[config.mk]
export PLATFORM = sky130hd
export DESIGN_NAME = spike_aer_encoder
export DESIGN_NICKNAME = d
export VERILOG_FILES = /design/src/rtl/aer_pkg.sv /design/src/rtl/aer_fifo.sv /design/src/rtl/spike_aer_encoder.sv
export SDC_FILE = /design/constraint.sdc
export NUM_CORES = 1
export LEC_CHECK = 0
export BUFFER_PORTS_ARGS = -buffer_cell sky130_fd_sc_hd__buf_2
export CAP_MARGIN = 15
export CORE_ASPECT_RATIO = 0.75
export CORE_UTILIZATION = 40
export DETAILED_ROUTE_END_ITERATION = 8
export PLACE_DENSITY = 0.61
export SYNTH_ARGS = -nofsm -noshare
export SYNTH_HDL_FRONTEND = slang
export SYNTH_SLANG_ARGS = --single-unit
[constraint.sdc]
create_clock -name clk -period 5.55 [get_ports clk]
set_input_delay 0.8325 -clock clk [delete_from_list [all_inputs] [get_ports clk]]
set_output_delay 0.8325 -clock clk [all_outputs]
set_load 0.05 [all_outputs]
[src/rtl/aer_pkg.sv]
// Shared constants and event record for the AER spike encoder.
package aer_pkg;

    localparam int NUM_NEURONS = 8;
    localparam int ADDR_W      = 3;
    localparam int TS_MAX_W    = 32;

    // "time" is a reserved word, so the timestamp field is ev_time; it is sized for the widest supported TS_WIDTH.
    typedef struct packed {
        logic [ADDR_W-1:0]   addr;
        logic [TS_MAX_W-1:0] ev_time;
    } aer_event_t;

endpackage

[src/rtl/aer_fifo.sv]
// Synchronous event FIFO whose head-of-queue entry is held in a dedicated output register.
module aer_fifo #(
    parameter int DEPTH  = 8,
    parameter int DATA_W = 11
) (
    input  logic                         clk,
    input  logic                         rst,
    input  logic                         i_push,
    input  logic [DATA_W-1:0]            i_data,
    input  logic                         i_pop,
    output logic [DATA_W-1:0]            o_data,
    output logic                         o_empty,
    output logic                         o_full,
    output logic [$clog2(DEPTH+1)-1:0]   o_count
);

    localparam int PTR_W = (DEPTH > 1) ? $clog2(DEPTH) : 1;
    localparam int CNT_W = $clog2(DEPTH + 1);

    logic [DATA_W-1:0] r_mem [DEPTH];
    logic [PTR_W-1:0]  r_wrPtr;
    logic [PTR_W-1:0]  r_rdPtr;
    logic [CNT_W-1:0]  r_count;
    logic [DATA_W-1:0] r_head;

    logic              w_wr;
    logic              w_rd;
    logic [PTR_W-1:0]  w_rdPtrNext;
    logic [CNT_W-1:0]  w_countAfterPop;

    assign o_empty         = (r_count == '0);
    assign o_full          = (r_count == CNT_W'(DEPTH));
    assign o_count         = r_count;
    assign o_data          = r_head;
    assign w_wr            = i_push & ~o_full;
    assign w_rd            = i_pop & ~o_empty;
    assign w_rdPtrNext     = r_rdPtr + PTR_W'(w_rd);
    assign w_countAfterPop = r_count - CNT_W'(w_rd);

    always_ff @(posedge clk) begin
        if (rst) begin
            r_wrPtr <= '0;
            r_rdPtr <= '0;
            r_count <= '0;
            r_head  <= '0;
        end else begin
            if (w_wr) begin
                r_mem[r_wrPtr] <= i_data;
                r_wrPtr        <= r_wrPtr + PTR_W'(1);
            end
            r_rdPtr <= w_rdPtrNext;
            r_count <= w_countAfterPop + CNT_W'(w_wr);
            // Head mirrors whatever sits at the read pointer after this edge; a push into an emptying queue bypasses memory.
            if (w_countAfterPop != '0) begin
                r_head <= r_mem[w_rdPtrNext];
            end else if (w_wr) begin
                r_head <= i_data;
            end else begin
                r_head <= '0;
            end
        end
    end

endmodule

[src/rtl/spike_aer_encoder.sv]
// Captures per-neuron spikes and serialises them round-robin into an AER event FIFO.
// Build macro AER_TIMESTAMP_EN adds a free-running timestamp captured per spike.
module spike_aer_encoder
    import aer_pkg::*;
#(
    parameter int FIFO_DEPTH = 8,
    parameter int TS_WIDTH   = 8
) (
    input  logic                   clk,
    input  logic                   rst,
    input  logic [NUM_NEURONS-1:0] spike,
    input  logic                   spike_valid,
    output logic                   event_valid,
    input  logic                   event_ready,
    output logic [ADDR_W-1:0]      event_addr,
    output logic [TS_WIDTH-1:0]    event_time,
    output logic                   fifo_full,
    output logic [7:0]             drop_cnt
);

`ifdef AER_TIMESTAMP_EN
    localparam int ENTRY_W = ADDR_W + TS_WIDTH;
`else
    localparam int ENTRY_W = ADDR_W;
`endif

    logic [NUM_NEURONS-1:0]            r_pending;
    logic [ADDR_W-1:0]                 r_rrPtr;
    logic [7:0]                        r_dropCnt;

    logic                              w_fifoEmpty;
    logic                              w_fifoFull;
    logic                              w_push;
    logic                              w_pop;
    logic                              w_found;
    logic [ADDR_W-1:0]                 w_sel;
    logic [NUM_NEURONS-1:0]            w_clear;
    logic [NUM_NEURONS-1:0]            w_spikeIn;
    logic [NUM_NEURONS-1:0]            w_collide;
    logic [ENTRY_W-1:0]                w_pushData;
    logic [ENTRY_W-1:0]                w_popData;
    logic [$clog2(FIFO_DEPTH+1)-1:0]   w_fifoCount;
    aer_event_t                        w_popEvent;
    logic                              w_unused;

    // Circular priority search starting at the round-robin pointer.
    always_comb begin
        w_found = 1'b0;
        w_sel   = '0;
        for (int k = 0; k < NUM_NEURONS; k++) begin
            if (!w_found && r_pending[r_rrPtr + ADDR_W'(k)]) begin
                w_found = 1'b1;
                w_sel   = r_rrPtr + ADDR_W'(k);
            end
        end
    end

    assign w_push    = w_found & ~w_fifoFull;
    assign w_pop     = event_valid & event_ready;
    assign w_clear   = w_push ? (NUM_NEURONS'(1) << w_sel) : '0;
    assign w_spikeIn = spike_valid ? spike : '0;
    assign w_collide = w_spikeIn & r_pending & ~w_clear;

    always_ff @(posedge clk) begin
        if (rst) begin
            r_pending <= '0;
            r_rrPtr   <= '0;
            r_dropCnt <= '0;
        end else begin
            r_pending <= (r_pending & ~w_clear) | w_spikeIn;
            if (w_push) begin
                r_rrPtr <= w_sel + ADDR_W'(1);
            end
            if ((|w_collide) && (r_dropCnt != 8'hFF)) begin
                r_dropCnt <= r_dropCnt + 8'd1;
            end
        end
    end

`ifdef AER_TIMESTAMP_EN
    logic [TS_WIDTH-1:0]    r_timestamp;
    logic [TS_WIDTH-1:0]    r_ts [NUM_NEURONS];
    logic [NUM_NEURONS-1:0] w_load;

    // A bit that collides keeps its original capture time.
    assign w_load = w_spikeIn & ~w_collide;

    always_ff @(posedge clk) begin
        if (rst) begin
            r_timestamp <= '0;
            for (int i = 0; i < NUM_NEURONS; i++) begin
                r_ts[i] <= '0;
            end
        end else begin
            r_timestamp <= r_timestamp + TS_WIDTH'(1);
            for (int i = 0; i < NUM_NEURONS; i++) begin
                if (w_load[i]) begin
                    r_ts[i] <= r_timestamp;
                end
            end
        end
    end

    assign w_pushData = {w_sel, r_ts[w_sel]};
    assign w_popEvent = '{addr: w_popData[ENTRY_W-1 -: ADDR_W], ev_time: TS_MAX_W'(w_popData[TS_WIDTH-1:0])};
    assign event_time = w_popEvent.ev_time[TS_WIDTH-1:0];
`else
    assign w_pushData = w_sel;
    assign w_popEvent = '{addr: w_popData, ev_time: '0};
    assign event_time = '0;
`endif

    aer_fifo #(
        .DEPTH  (FIFO_DEPTH),
        .DATA_W (ENTRY_W)
    ) u_fifo (
        .clk     (clk),
        .rst     (rst),
        .i_push  (w_push),
        .i_data  (w_pushData),
        .i_pop   (w_pop),
        .o_data  (w_popData),
        .o_empty (w_fifoEmpty),
        .o_full  (w_fifoFull),
        .o_count (w_fifoCount)
    );

    assign event_valid = ~w_fifoEmpty;
    assign event_addr  = w_popEvent.addr;
    assign fifo_full   = w_fifoFull;
    assign drop_cnt    = r_dropCnt;
    assign w_unused    = ^{w_popEvent, w_fifoCount};

endmodule
==> out/results.tsv <==
stage	metric	value	unit
status	status	finished, final reports clean	
global_route	met2 Usage GRT	0.267	
synth	top cell type by total area after synthesis	edfxtp_1	
min_path	hold depth	2	
synth	Synth area leaders	edfxtp_1, dfxtp_1, mux4_2, ha_1, a21oi_1	
die	I/O pin cnt	33	
die	CORE AREA	0.00809	mm^2
detailed_routing	drt first pass iters	5	
clock_network	root buffer cell	clkbuf_16	
min_path	Hold Path Class	flop to flop	
detailed_routing	Final ANT Viol Nets	0	
timing	Final Setup Violations	0	
detailed_routing	Via Count	2625	
synth	Seq/Total Area, Yosys	0.397	
timing	RSZ-0062 raised after global routing	false	
placed_design	RD Place Congestion	0.857	
finish	Filler cells	762	
timing	Fmax achieved	0.203	GHz
global_route	global route hottest layer	met2	
synth	cells after synthesis	342	
detailed_routing	via/cell ratio	5.62	
synth	yosys warns	0	
die	chip width	109	um
placed_design	Port Buffers	24	
synth	Unique masters post-synth	56	
setup_path	WS Path Type	flop to flop	
timing	minimum clock period	4.93	ns
global_route	remaining global-route overflow	0	
die	Die Y	82.2	um
setup_path	Critical Path Source Type	flop	
setup_path	Worst Path Required	5.77	ns
timing	Hold Violations, Final	0	
clock_network	number of H-tree levels	2	
global_route	gr usage total	0.174	
global_route	first-pass GRT wire length	11.9	mm
finish	Final Util	0.468	
synth	count leader, synth	nor2_1	
finish	antenna cells	0	
clock_network	Hold-fix buffers, CTS	0	
synth	Yosys top cell area share	0.210	
setup_path	worst reg2reg path depth	21	
timing	fin. max-slew vios	0	
global_route	largest net degree at the start of global routing	37	
clock_network	CTS tree	yes	
synth	top cell types by occurrence after synthesis	nor2_1, dfxtp_1, nand2_1	
clock_network	CTS Buf Count	5	
setup_path	peak fanout along the critical path	12	
clock_network	clk buf depth	2	
die	Die ar.	0.00896	mm^2
synth	Post-synth EDFFs	24	
global_route	number of global-route vias before repair	2421	
die	Std-Cell Rows	28	
placed_design	pre-CTS setup slack	0.664	ns
detailed_routing	final wirelength	7.23	mm
timing	Final WS setup	0.618	ns
timing	Final TNS setup	0	ns
synth	flops & latches, synth	56	
synth	async set-or-reset flop fraction in the synthesized netlist	0	
finish	NumNets Final	389	
global_route	met3 Use GR	0.0377	
clock_network	setup bufs post-CTS	0	
global_route	routing usage on met1	0.247	
global_route	initial antenna violation count	0	
finish	Layout Area Growth over Synthesis	10.2	%
clock_network	Clock Pin Slew Worst Setup and Hold Paths	0.07	ns
timing	Worst Skew	0.00939	ns
run	max-cap violation count	0	
synth	most used flip-flop cell after synthesis	dfxtp_1	
placed_design	Detail Placement HPWL	5.24	mm
detailed_routing	DR WL/cell	15.5	um
finish	layout cell share with drive strength beyond 1	0.177	
timing	Worst Tran Pin Value	0.819	ns
setup_path	Worst Setup End Kind	flop	
timing	fin crit share	0.889	
clock_network	worst skew pair latency	0.30	ns
clock_network	post-cts sizing count	0	
timing	relative slew slack	0.449	
die	Starting Density	0.424	
detailed_routing	drt drc	0	
detailed_routing	DRT iter0 DRCs	208	
setup_path	Worst EP arrival	5.15	ns
clock_network	clock sink count	56	
synth	Avg Cell Area, Syn	10.0	um^2
synth	Mapped Area	0.00343	mm^2
[metal layers]
metal / vias to the layer above / share of wire
li1: 1276 / -
met4: 0 / 0.010
met1: 1227 / 0.50
met5: - / 0
met3: 10 / 0.085
met2: 112 / 0.41
[sequential cells by signal (all words and copies together), names as in the netlist]
| signal | cells |
|---|---|
| drop_cnt | 8 |
| r_rrPtr | 3 |
| u_fifo.r_mem | 24 |
| u_fifo.o_data | 3 |
| u_fifo.o_count | 4 |
| u_fifo.r_rdPtr | 3 |
| u_fifo.r_wrPtr | 3 |
| r_pending | 8 |
[cell type report]
type                    count  area, um^2  share of cell area
well taps                 105         131              0.0347
clock inverters             3        42.5              0.0112
multi-input cells         249        1890               0.500
clock buffers               5         125              0.0331
inverters                  20        75.1              0.0198
flip-flops and latches     56        1360               0.360
repair buffers             29         158              0.0417
[worst max-delay path, cell delays in order (launching register included)]
cell and delay [ns]:
dfxtp_1 0.33, inv_1 0.07, ha_1 0.51, mux4_2 0.44, mux2_4 0.31, o32ai_4 0.28, and2_1 0.20, nand2_1 0.09
o31a_1 0.32, o21ai_0 0.50, inv_1 0.14, ha_1 0.23, inv_1 0.08, and3_1 0.15, a31oi_1 0.04, o21ai_0 0.10
a31oi_1 0.06, a21oi_1 0.18, o32ai_1 0.11, buf_4 0.17, or4_1 0.40, a21oi_1 0.15
[layout by cell type (no fill, tap or decap), types with 5 or more instances in the layout]
cell type and n:
nand2_1 30, mux2i_1 8, nor2b_1 9, inv_1 20
xor2_1 7, clkbuf_16 5, a31oi_1 6, ha_1 16
conb_1 8, buf_4 5, mux2_2 6, or3_1 5
edfxtp_1 24, o21ai_0 12, nand3_1 7, a21oi_1 25
buf_2 24, a211oi_1 5, mux4_2 14, nor2_1 33
dfxtp_1 32
[per-stage QoR]
| step | area (um^2) | instances | hold slack (ns) |
|---|---|---|---|
| floorplan | 3460 | 349 | 0.508 |
| detailed placement | 3620 | 459 | 0.505 |
| global placement | 3620 | 459 | 0.500 |
| finish | 3780 | 467 | 0.522 |
| global route | 3780 | 467 | 0.560 |
| CTS | 3780 | 467 | 0.516 |
[path summary, 6_finish.rpt]
| kind | to | slack [ns] | from |
|---|---|---|---|
| worst max-delay path | drop_cnt[5]$_SDFFE_PP0P_ | 0.62 | r_rrPtr[1]$_SDFFE_PP0P_ |
| worst min-delay path | drop_cnt[7]$_SDFFE_PP0P_ | 0.52 | drop_cnt[7]$_SDFFE_PP0P_ |
| worst max register to register | drop_cnt[5]$_SDFFE_PP0P_ | 0.62 | r_rrPtr[1]$_SDFFE_PP0P_ |
| worst min register to register | drop_cnt[7]$_SDFFE_PP0P_ | 0.52 | drop_cnt[7]$_SDFFE_PP0P_ |
[cells by family after synthesis]
kind of cell,count (synthesis),synth area share
adders and majority gates,16,0.0583
xor gates and xnor gates,11,0.0281
and+or+nand+nor,110,0.158
muxes,31,0.155
other,1,0.00109
buffers and inverters,44,0.0620
AOI/OAI and AO/OA,73,0.141
DFF,56,0.396
Power is not shown: default switching activity piles up to over one toggle a cycle in this logic, so the estimate is an artifact.
